<file path="src/rtl/fb_pkg.sv">
// Shared constants for the frame-buffer write path: byte-mask encodings,
// arbiter FSM states and default frame geometry.
package fb_pkg;
  localparam int FB_WIDTH  = 640;
  localparam int FB_HEIGHT = 480;
  localparam int FB_ADDR_W = 19;

  localparam logic [31:0] MASK_BYTE = 32'hFFFF_FFFE;
  localparam logic [31:0] MASK_HALF = 32'hFFFF_FFFC;
  localparam logic [31:0] MASK_WORD = 32'hFFFF_FFF0;

  // DRAIN covers the cycle the last fill write sits on the port, so done follows it
  typedef enum logic [1:0] {
    ST_IDLE  = 2'd0,
    ST_FILL  = 2'd1,
    ST_DRAIN = 2'd2
  } fb_state_e;
endpackage

</file>
<file path="src/rtl/fb_write_arbiter_if.sv">
// Bundle of CPU store, fill-engine control and frame-buffer write port signals.
// slave = arbiter side, master = CPU/fill/frame-buffer environment side.
interface fb_write_arbiter_if
  import fb_pkg::*;
#(
  parameter int ADDR_W = FB_ADDR_W
);
  logic              cpu_req;
  logic [ADDR_W-1:0] cpu_addr;
  logic [31:0]       cpu_data;
  logic [31:0]       cpu_mask;
  logic              cpu_ack;

  logic              fill_start;
  logic [9:0]        fill_x0, fill_x1, fill_y0, fill_y1;
  logic [7:0]        fill_color;
  logic              fill_busy, fill_done, fill_err;

  logic              fb_w_en;
  logic [ADDR_W-1:0] fb_address;
  logic [31:0]       fb_game_data;
  logic [31:0]       fb_byte_mask;

  modport slave (
    input  cpu_req, cpu_addr, cpu_data, cpu_mask,
    input  fill_start, fill_x0, fill_x1, fill_y0, fill_y1, fill_color,
    output cpu_ack, fill_busy, fill_done, fill_err,
    output fb_w_en, fb_address, fb_game_data, fb_byte_mask
  );

  modport master (
    output cpu_req, cpu_addr, cpu_data, cpu_mask,
    output fill_start, fill_x0, fill_x1, fill_y0, fill_y1, fill_color,
    input  cpu_ack, fill_busy, fill_done, fill_err,
    input  fb_w_en, fb_address, fb_game_data, fb_byte_mask
  );
endinterface

</file>
<file path="src/rtl/fb_fill_walker.sv">
// Rectangle raster walker: latches the rect/colour, presents the current fill beat.
// FB_FILL_WORD_EN: aligned 4-pixel runs go out as one word write.
module fb_fill_walker
  import fb_pkg::*;
#(
  parameter int WIDTH  = FB_WIDTH,
  parameter int ADDR_W = FB_ADDR_W
)(
  input  logic              clk,
  input  logic              rst,
  input  logic              load,
  input  logic              adv,
  input  logic [9:0]        x0,
  input  logic [9:0]        x1,
  input  logic [9:0]        y0,
  input  logic [9:0]        y1,
  input  logic [7:0]        color,
  output logic [ADDR_W-1:0] addr,
  output logic [31:0]       data,
  output logic [31:0]       mask,
  output logic              last
);
  logic [9:0]        x, x_lo, x_hi, y, y_hi;
  logic [7:0]        col;
  logic [ADDR_W-1:0] row_base;
  logic              word, row_end;

`ifdef FB_FILL_WORD_EN
  assign word = (x[1:0] == 2'b00) && (({1'b0, x} + 11'd3) <= {1'b0, x_hi});
`else
  assign word = 1'b0;
`endif

  assign row_end = word ? (({1'b0, x} + 11'd3) == {1'b0, x_hi}) : (x == x_hi);
  assign last    = row_end && (y == y_hi);
  assign addr    = row_base + ADDR_W'(x);
  assign data    = word ? {4{col}} : {24'h0, col};
  assign mask    = word ? MASK_WORD : MASK_BYTE;

  always_ff @(posedge clk) begin
    if (rst) begin
      x        <= '0;
      x_lo     <= '0;
      x_hi     <= '0;
      y        <= '0;
      y_hi     <= '0;
      col      <= '0;
      row_base <= '0;
    end else if (load) begin
      x        <= x0;
      x_lo     <= x0;
      x_hi     <= x1;
      y        <= y0;
      y_hi     <= y1;
      col      <= color;
      // constant-width product, reduces to shift/add; stepping below is add-only
      row_base <= ADDR_W'(y0) * ADDR_W'(WIDTH);
    end else if (adv) begin
      if (row_end) begin
        x        <= x_lo;
        y        <= y + 10'd1;
        row_base <= row_base + ADDR_W'(WIDTH);
      end else begin
        x <= x + (word ? 10'd4 : 10'd1);
      end
    end
  end
endmodule

</file>
<file path="src/rtl/fb_write_arbiter.sv">
// Single write master for the frame buffer: round-robin merge of CPU stores and
// the rectangle-fill walker into one registered port. Word fill via FB_FILL_WORD_EN.
module fb_write_arbiter
  import fb_pkg::*;
#(
  parameter int WIDTH  = FB_WIDTH,
  parameter int HEIGHT = FB_HEIGHT,
  parameter int ADDR_W = FB_ADDR_W
)(
  input  logic                clk,
  input  logic                rst,
  fb_write_arbiter_if.slave   bus
);
  fb_state_e         state;
  logic              rr_cpu;
  logic              rect_ok, start_ok, cpu_vld, fill_vld, gnt_cpu, gnt_fill;
  logic [ADDR_W-1:0] w_addr;
  logic [31:0]       w_data, w_mask;
  logic              w_last;

  assign rect_ok  = (bus.fill_x0 <= bus.fill_x1) && (bus.fill_y0 <= bus.fill_y1) &&
                    (32'(bus.fill_x1) < 32'(WIDTH)) && (32'(bus.fill_y1) < 32'(HEIGHT));
  assign start_ok = bus.fill_start && (state == ST_IDLE) && rect_ok;

  // req is still high during its ack cycle; masking it there avoids a double write
  assign cpu_vld  = bus.cpu_req && !bus.cpu_ack;
  assign fill_vld = (state == ST_FILL);
  assign gnt_cpu  = cpu_vld && (!fill_vld || rr_cpu);
  assign gnt_fill = fill_vld && !gnt_cpu;

  fb_fill_walker #(.WIDTH(WIDTH), .ADDR_W(ADDR_W)) u_walker (
    .clk   (clk),
    .rst   (rst),
    .load  (start_ok),
    .adv   (gnt_fill),
    .x0    (bus.fill_x0),
    .x1    (bus.fill_x1),
    .y0    (bus.fill_y0),
    .y1    (bus.fill_y1),
    .color (bus.fill_color),
    .addr  (w_addr),
    .data  (w_data),
    .mask  (w_mask),
    .last  (w_last)
  );

  always_ff @(posedge clk) begin
    if (rst) begin
      state            <= ST_IDLE;
      rr_cpu           <= 1'b1;
      bus.cpu_ack      <= 1'b0;
      bus.fill_busy    <= 1'b0;
      bus.fill_done    <= 1'b0;
      bus.fill_err     <= 1'b0;
      bus.fb_w_en      <= 1'b0;
      bus.fb_address   <= '0;
      bus.fb_game_data <= '0;
      bus.fb_byte_mask <= '0;
    end else begin
      bus.fill_err  <= bus.fill_start && (state == ST_IDLE) && !rect_ok;
      bus.fill_done <= 1'b0;
      case (state)
        ST_IDLE:  if (start_ok) begin
                    state         <= ST_FILL;
                    bus.fill_busy <= 1'b1;
                  end
        ST_FILL:  if (gnt_fill && w_last) state <= ST_DRAIN;
        ST_DRAIN: begin
                    state         <= ST_IDLE;
                    bus.fill_busy <= 1'b0;
                    bus.fill_done <= 1'b1;
                  end
        default:  state <= ST_IDLE;
      endcase

      bus.cpu_ack <= gnt_cpu;
      bus.fb_w_en <= gnt_cpu || gnt_fill;
      if (gnt_cpu) begin
        bus.fb_address   <= bus.cpu_addr;
        bus.fb_game_data <= bus.cpu_data;
        bus.fb_byte_mask <= bus.cpu_mask;
        rr_cpu           <= 1'b0;
      end else if (gnt_fill) begin
        bus.fb_address   <= w_addr;
        bus.fb_game_data <= w_data;
        bus.fb_byte_mask <= w_mask;
        rr_cpu           <= 1'b1;
      end else begin
        bus.fb_address   <= '0;
        bus.fb_game_data <= '0;
        bus.fb_byte_mask <= '0;
      end
    end
  end
endmodule
</file>
<file path="src/flat_wrapper.sv">
// flat-port wrapper written by rule: the top's interface ports become plain ports
module fb_write_arbiter_flat import fb_pkg::*;
#(
  parameter int WIDTH  = FB_WIDTH,
  parameter int HEIGHT = FB_HEIGHT,
  parameter int ADDR_W = FB_ADDR_W
)
  (clk, rst, bus_cpu_req, bus_cpu_addr, bus_cpu_data, bus_cpu_mask, bus_fill_start, bus_fill_x0, bus_fill_x1, bus_fill_y0, bus_fill_y1, bus_fill_color, bus_cpu_ack, bus_fill_busy, bus_fill_done, bus_fill_err, bus_fb_w_en, bus_fb_address, bus_fb_game_data, bus_fb_byte_mask);
  fb_write_arbiter_if #(.ADDR_W(ADDR_W)) bus_i ();
  input  logic clk;
  input  logic rst;
  input wire logic [$bits(bus_i.cpu_req)-1:0] bus_cpu_req;
  input wire logic [$bits(bus_i.cpu_addr)-1:0] bus_cpu_addr;
  input wire logic [$bits(bus_i.cpu_data)-1:0] bus_cpu_data;
  input wire logic [$bits(bus_i.cpu_mask)-1:0] bus_cpu_mask;
  input wire logic [$bits(bus_i.fill_start)-1:0] bus_fill_start;
  input wire logic [$bits(bus_i.fill_x0)-1:0] bus_fill_x0;
  input wire logic [$bits(bus_i.fill_x1)-1:0] bus_fill_x1;
  input wire logic [$bits(bus_i.fill_y0)-1:0] bus_fill_y0;
  input wire logic [$bits(bus_i.fill_y1)-1:0] bus_fill_y1;
  input wire logic [$bits(bus_i.fill_color)-1:0] bus_fill_color;
  output wire logic [$bits(bus_i.cpu_ack)-1:0] bus_cpu_ack;
  output wire logic [$bits(bus_i.fill_busy)-1:0] bus_fill_busy;
  output wire logic [$bits(bus_i.fill_done)-1:0] bus_fill_done;
  output wire logic [$bits(bus_i.fill_err)-1:0] bus_fill_err;
  output wire logic [$bits(bus_i.fb_w_en)-1:0] bus_fb_w_en;
  output wire logic [$bits(bus_i.fb_address)-1:0] bus_fb_address;
  output wire logic [$bits(bus_i.fb_game_data)-1:0] bus_fb_game_data;
  output wire logic [$bits(bus_i.fb_byte_mask)-1:0] bus_fb_byte_mask;
  assign bus_i.cpu_req = bus_cpu_req;
  assign bus_i.cpu_addr = bus_cpu_addr;
  assign bus_i.cpu_data = bus_cpu_data;
  assign bus_i.cpu_mask = bus_cpu_mask;
  assign bus_i.fill_start = bus_fill_start;
  assign bus_i.fill_x0 = bus_fill_x0;
  assign bus_i.fill_x1 = bus_fill_x1;
  assign bus_i.fill_y0 = bus_fill_y0;
  assign bus_i.fill_y1 = bus_fill_y1;
  assign bus_i.fill_color = bus_fill_color;
  assign bus_cpu_ack = bus_i.cpu_ack;
  assign bus_fill_busy = bus_i.fill_busy;
  assign bus_fill_done = bus_i.fill_done;
  assign bus_fill_err = bus_i.fill_err;
  assign bus_fb_w_en = bus_i.fb_w_en;
  assign bus_fb_address = bus_i.fb_address;
  assign bus_fb_game_data = bus_i.fb_game_data;
  assign bus_fb_byte_mask = bus_i.fb_byte_mask;
  fb_write_arbiter #(.WIDTH(WIDTH), .HEIGHT(HEIGHT), .ADDR_W(ADDR_W)) u_core (.clk(clk), .rst(rst), .bus(bus_i));
endmodule
</file>
<file path="config.mk">
export PLATFORM = sky130hd
export DESIGN_NAME = fb_write_arbiter_flat
export DESIGN_NICKNAME = d
export VERILOG_FILES = /design/src/rtl/fb_pkg.sv /design/src/rtl/fb_write_arbiter_if.sv /design/src/rtl/fb_fill_walker.sv /design/src/rtl/fb_write_arbiter.sv /design/src/flat_wrapper.sv
export SDC_FILE = /design/constraint.sdc
export NUM_CORES = 1
export LEC_CHECK = 0
export ABC_AREA = 1
export BUFFER_PORTS_ARGS = -buffer_cell sky130_fd_sc_hd__buf_2
export CAP_MARGIN = 15
export CORE_ASPECT_RATIO = 0.5
export CORE_MARGIN = 5
export CORE_UTILIZATION = 47
export CTS_CLUSTER_DIAMETER = 30
export DETAILED_ROUTE_END_ITERATION = 7
export GPL_ROUTABILITY_DRIVEN = 1
export PLACE_DENSITY = 0.78
export SYNTH_ARGS = -nofsm -noshare
export SYNTH_HDL_FRONTEND = slang
export SYNTH_HIERARCHICAL = 1
export SYNTH_SLANG_ARGS = --single-unit
</file>
<file path="constraint.sdc">
create_clock -name clk -period 6.5 [get_ports clk]
set_input_delay 0.325 -clock clk [delete_from_list [all_inputs] [get_ports clk]]
set_output_delay 0.325 -clock clk [all_outputs]
set_load 0.03 [all_outputs]
</file>
==> qor.txt, run 1 <==
Sw Share - 31.5%
Final Hold Viols - 0
Reg2reg setup slack - 3.69 ns
Max-slew violations - 0
Syn avg cell area - 6.99 um^2
Netlist cell types - 35
Residual DRC count - 0
Ys async rst share - 0%
Req. time, crit path - 6.82 ns
TritonCTS clock tree - done
Largest net degree at the start of global routing - 91
Starting DRT DRC Count - 546
Synth warn - 6
Clock Skew - 0.00971 ns
Status - complete, no violations
Top achievable clock speed - 308 MHz
Number of setup buffers added after CTS - 0
Final WL - 23.7 mm
CP startpoint kind - input pin
Vias/cell - 4.95
Die Ht - 107 um
Ant diodes - 0
WS Path Type - in2reg
Largest area contributor in the netlist - dfxtp_1
Die width - 204 um
TritonCTS Sinks - 161
Critical path arrival - 3.57 ns
CTS clk-pin slew, worst paths - 0.08 ns
Hold Crit Class - in2reg
Post-DP HPWL - 17.6 mm
Die Area - 0.0219 mm^2
First-pass GRT wire length - 37.8 mm
Vias in the first global route - 7833
Drt first pass iters - 5
Final worst-path cycle share - 49.9%
Clk Latency, worst-skew pair - 0.43 ns
VDD IR max - 0.000188 V
RSZ-0062 raised after global routing - false
Share of the synthesized area in the top cell type - 36.3%
WHS Path Cells - 3
CP Launch Point - bus_fill_y1[9]
Top cells by area, synth - dfxtp_1, nand2_1, nand3_1
Post-Syn Area - 0.00887 mm^2
Max-cap violation count - 0
Min Tclk post-route - 3.24 ns
Root buffer cell - clkbuf_16
Worst-case clock buffer depth - 2
Core Rows - 35
Antenna viol nets, final - 0
Dpl ws - 2.85 ns
Worst slew pin tran - 0.944 ns
Post-synthesis instance total - 1270
Yosys reg bits - 161
Overall Global Routing Usage - 21.1%
Post-synth top flop - dfxtp_1
Ratio of cells with drive above 1 in the final layout - 21.0%
RR Startpoint - u_core/state[1]
IO Count - 223
Most common cell after layout, fill and taps aside - nand2_1
CTS Buf Count - 17
Total grt overflow - 0
R2r endpoint - u_core/u_walker/row_base[17]
Final TNS setup - 0 ns
H-tree Lvls - 4
Antenna violations before repair - 0
Clock Power Share - 41.0%
Seq/Total Area, Yosys - 36.3%
EDFF count, synth - 0
Core ar. - 0.0185 mm^2
# setup viols final - 0
Routed WL per cell - 13.8 um
Comb power frac - 17.0%
Hold-fix buffers at CTS - 0
Most frequent cells in the layout - nand2_1, buf_2, dfxtp_1, nand3_1, inv_1
I/O Buffers - 222
Internal power - 1.73 mW
Post_cts resized - 0
Starting density of the core - 48.0%
Max Fanout on Critical Path - 90
Worst reg-to-reg path cell count - 10
Leakage power - 5.47 nW
End of the worst hold path - u_core/bus.fb_game_data[27]
Worst setup EP type - flip-flop
Sequential Power Share - 42.0%
Slew HR - 37.1%
Area Overhead vs Synth - 16.7%
DR vias - 8525
PD cells - 244 mW/mm^2
Sw power - 795 uW
Hold_ws - 0.0893 ns
Gpl congestion - 0.921
Nets@finish - 1629
Final setup margin - 3.26 ns
Hold Crit Start - bus_cpu_data[27]
==> area by class of cell <==
cell class	count	area [um^2]
fillers	1782	8130
clock inverters	15	185
clock buffers	17	425
well taps	259	324
flip-flops and latches	161	3220
multi-input cells	920	4580
repair buffers	228	1160
inverters	122	458
==> synthesized netlist by cell type, types with 6 or more instances <==
cell,n
ha_1,42
nand2_2,8
nor2_1,101
buf_6,15
nand4_1,8
dfxtp_1,161
buf_4,64
inv_1,107
o21ai_0,49
nand2_1,369
nand3b_1,6
nand3_1,151
nand3_2,11
a21oi_1,54
xor2_1,27
a21oi_2,7
buf_2,11
clkbuf_1,29
inv_2,13
==> registers in the layout (all words and copies together) (netlist names) <==
name / count
u_core/u_walker/row_base: 12
u_core/bus.fill_busy: 1
u_core/rr_cpu: 1
u_core/bus.fb_game_data: 32
u_core/bus.fill_err: 1
u_core/u_walker/x_hi: 10
u_core/state: 2
u_core/bus.cpu_ack: 1
u_core/u_walker/col: 8
u_core/u_walker/y: 10
u_core/bus.fb_byte_mask: 32
u_core/u_walker/x_lo: 10
u_core/u_walker/x: 10
u_core/bus.fb_address: 19
u_core/u_walker/y_hi: 10
u_core/bus.fb_w_en: 1
u_core/bus.fill_done: 1
==> kinds of logic (layout without fill, tap and decap cells) <==
family                   Yosys count  after routing  share of synthesized area, %
adder cells (fa/ha/maj)           44             44                          6.37
flip-flops                       161            161                          36.3
AND/OR/NAND/NOR                  666            666                          32.2
other                              2             56                        0.0846
buffers and inverters            243            382                          14.4
XOR/XNOR                          31             31                          3.06
AO/OA/AOI/OAI                    122            122                          7.49
multiplexers                       1              1                         0.113
==> routing by layer <==
layer	up-vias	wire length [um]	track usage, %
met2	290	11300	35.6
met1	3929	10300	27.0
met5	-	0	0
met3	35	1730	4.74
li1	4271	-	-
met4	0	419	6.55
==> stage by stage <==
step	util, %	power (mW)	area, um^2	cells
floorplan	-	1.40	9080	1324
global placement	52.7	1.49	9740	1690
detailed placement	52.7	1.51	9740	1690
CTS	56.0	2.54	10400	1722
global route	56.0	2.64	10400	1722
finish	56.0	2.52	10400	1722
==> critical path: stages <==
cell and delay, ns:
buf_2 0.10, inv_1 0.04, ha_1 0.29, nand2_1 0.08, nor2_1 0.21, nand4_1 0.12, nand2_1 0.16, nand3_1 0.16
nor2_4 0.60, buf_4 0.39, inv_2 0.04, buf_4 0.38, nand3_1 0.28, nand3_1 0.09, nor2_1 0.18, nor2_1 0.06
==> power by group through the flow <==
stage          registers (mW)  clock network, mW  logic (mW)
2_1_floorplan            1.13                  0       0.275
3_3_place_gp             1.08                  0       0.413
3_5_place_dp             1.08                  0       0.424
4_1_cts                  1.06               1.05       0.426
5_1_grt                  1.06               1.10       0.479
6_report                 1.06               1.03       0.429
==> how the worst max path moves through the flow <==
stage	slack (ns)	endpoint
floorplan	4.19	u_core/u_walker/y_hi[4]
global placement	2.99	u_core/u_walker/row_base[17]
detailed placement	2.85	u_core/u_walker/y[6]
CTS	3.30	u_core/u_walker/y[6]
global route	2.93	u_core/u_walker/y[8]
finish	3.26	u_core/u_walker/row_base[17]
No activity file was read; power rests on OpenSTA's default activity.
==> inputs of run 2 (changes only) <==
--- a/config.mk
+++ b/config.mk
@@ -14,7 +14,7 @@
 export CTS_CLUSTER_DIAMETER = 30
 export DETAILED_ROUTE_END_ITERATION = 7
 export GPL_ROUTABILITY_DRIVEN = 1
-export PLACE_DENSITY = 0.78
+export PLACE_DENSITY = 0.81
 export SYNTH_ARGS = -nofsm -noshare
 export SYNTH_HDL_FRONTEND = slang
 export SYNTH_HIERARCHICAL = 1
==> constraint.sdc (replaced) <==
create_clock -name clk -period 2.9 [get_ports clk]
set_input_delay 0.145 -clock clk [delete_from_list [all_inputs] [get_ports clk]]
set_output_delay 0.145 -clock clk [all_outputs]
set_load 0.03 [all_outputs]
==> run 2 against run 1 <==
  * Register-to-register slack worse by 2.9 ns
  * First-iteration DRC count up 43%
  * Cell area up 11%
  * Global-route usage up 2.3 points
  * Routed wire length up 8.2%
  * Sequential cell count unchanged
  * Via count up 4.9%
  * Combinational power rose to 2.6 times the previous value
  * Core utilization up 5.9 points
  * Critical path type unchanged
  * Largest cell class unchanged
==> qor.txt, run 2 (synthesis gave the netlist of run 1 again) <==
Worst slew pin tran - 0.846 ns
Worst setup EP type - flip-flop
Core ar. - 0.0185 mm^2
Vias/cell - 4.88
Final Hold Viols - 0
Nets@finish - 1741
Max stage delay on crit path - 0.53 ns
Largest net degree at the start of global routing - 85
Slew HR - 43.6%
Ratio of cells with drive above 1 in the final layout - 20.1%
Overall Global Routing Usage - 23.4%
Clock Skew - 0.0105 ns
Area Overhead vs Synth - 29.0%
Post-DP HPWL - 16.6 mm
Gpl congestion - 0.919
Antenna violations before repair - 0
DP Area - 0.00984 mm^2
Antenna viol nets, final - 0
Clk Latency, worst-skew pair - 0.42 ns
First-pass GRT wire length - 41.9 mm
Top achievable clock speed - 390 MHz
Vias in the first global route - 8471
Max-slew violations - 0
VDD IR max - 0.000357 V
Hold_ws - 0.0208 ns
Critical path's most frequent cell - nand2_1
Starting density of the core - 48.0%
RSZ-0062 raised after global routing - false
Max-cap violation count - 0
Final WL - 25.6 mm
CTS clk-pin slew, worst paths - 0.07 ns
Root buffer cell - clkbuf_16
Top delay family on crit path - buffers and inverters
Core Rows - 35
I/O Buffers - 222
Critical path arrival - 2.91 ns
Most common cell after layout, fill and taps aside - nand2_1
Max Fanout on Critical Path - 31
# setup viols final - 0
CP startpoint kind - input pin
IO Count - 223
Total grt overflow - 0
TritonCTS clock tree - done
H-tree Lvls - 4
Status - complete, no violations
Residual DRC count - 0
Worst Path Buf+Inv - 5
Die Area - 0.0219 mm^2
Regs by FF count - u_core/bus.fb_byte_mask (32), u_core/bus.fb_game_data (32), u_core/bus.fb_address (19)
CTS Buf Count - 17
Final worst-path cycle share - 88.4%
Number of setup buffers added after CTS - 0
Die Ht - 107 um
TritonCTS Sinks - 161
Starting DRT DRC Count - 779
DR vias - 8941
Routed WL per cell - 14.0 um
Leakage power - 5.93 nW
WS Path Type - in2reg
Worst path cell trace - dlygate4sd3_1, buf_2, inv_1, ha_1, nand2_1, nor2_1, nand3_1, nand3_1, nand2_1, nand3_1, nor2_4, inv_2, buf_12, nand2_1, nand2_1, nand2_1, a21oi_1
Min Tclk post-route - 2.56 ns
Ant diodes - 0
Req. time, crit path - 3.25 ns
Final Cell Area - 0.0115 mm^2
Hold Crit Class - in2reg
Die width - 204 um
Most frequent cells in the layout - nand2_1, buf_2, dfxtp_1, nand3_1, inv_1
PD cells - 503 mW/mm^2
Final TNS setup - 0 ns
Drt first pass iters - 7
Worst-case clock buffer depth - 2
Critical Path Slowest Stage Cell - dlygate4sd3_1
-- run 2: cell types whose count changed in the layout (fill, tap and decap cells not counted), sizes merged --
cell	change
dlygate4sd3	+102
buf	+10
inv	-5
clkinvlp	+2
bufinv	+1
clkinv	+1
-- run 2: stage by stage --
step                power, mW  instances  setup WS (ns)  util, %
floorplan                3.14       1324          0.768        -
global placement         3.39       1700          0.528     53.3
detailed placement       3.40       1700          0.446     53.3
CTS                      5.76       1833          0.376     61.9
global route             6.02       1833          0.110     62.0
finish                   5.75       1833          0.335     62.0
-- run 2: path summary, 6_finish.rpt --
check	depth (start not counted)	end	slack [ns]	start
worst max register to register	10	u_core/bus.fb_address[17]	0.78	u_core/u_walker/x[7]
worst min-delay path	3	u_core/u_walker/x_hi[4]	0.02	bus_fill_x1[4]
worst max-delay path	17	u_core/u_walker/y[1]	0.34	bus_fill_y1[8]
worst min register to register	2	u_core/u_walker/x_lo[6]	0.46	u_core/u_walker/x_lo[6]
-- run 2: what timing repair did --
action	CTS	global route
hold endpoints to repair	102	0
gates resized for setup	0	1
setup endpoints to repair	0	1
hold buffers	102	0
-- run 2: worst min-delay path: cells and delay by family --
family / cells / cell delay [ns]
AOI/OAI and AO/OA: 2 / 0.17
buffers and inverters: 1 / 0.09
-- run 2: report_power, final --
group | internal (mW) | leakage [nW] | switching (mW)
sequential | 2.31 | 1.31 | 0.0646
combinational | 0.428 | 4.34 | 0.682
clock | 1.28 | 0.282 | 0.988
total | 4.02 | 5.93 | 1.73
-- run 2: per-layer routing --
layer  global-route usage [%]  part of all wire [%]
met4                     8.46                   2.7
met3                     4.84                   7.1
met2                     40.1                    47
met1                     29.3                    43
met5                        0                     0
-- run 2: area by class of cell --
cell class                      count  area [um^2]
Fill cell                        1575         7030
Multi-Input combinational cell    920         4580
Sequential cell                   161         3220
Timing Repair Buffer              340         2280
Inverter                          122          458
Clock buffer                       17          425
Tap cell                          259          324
Clock inverter                     14          158
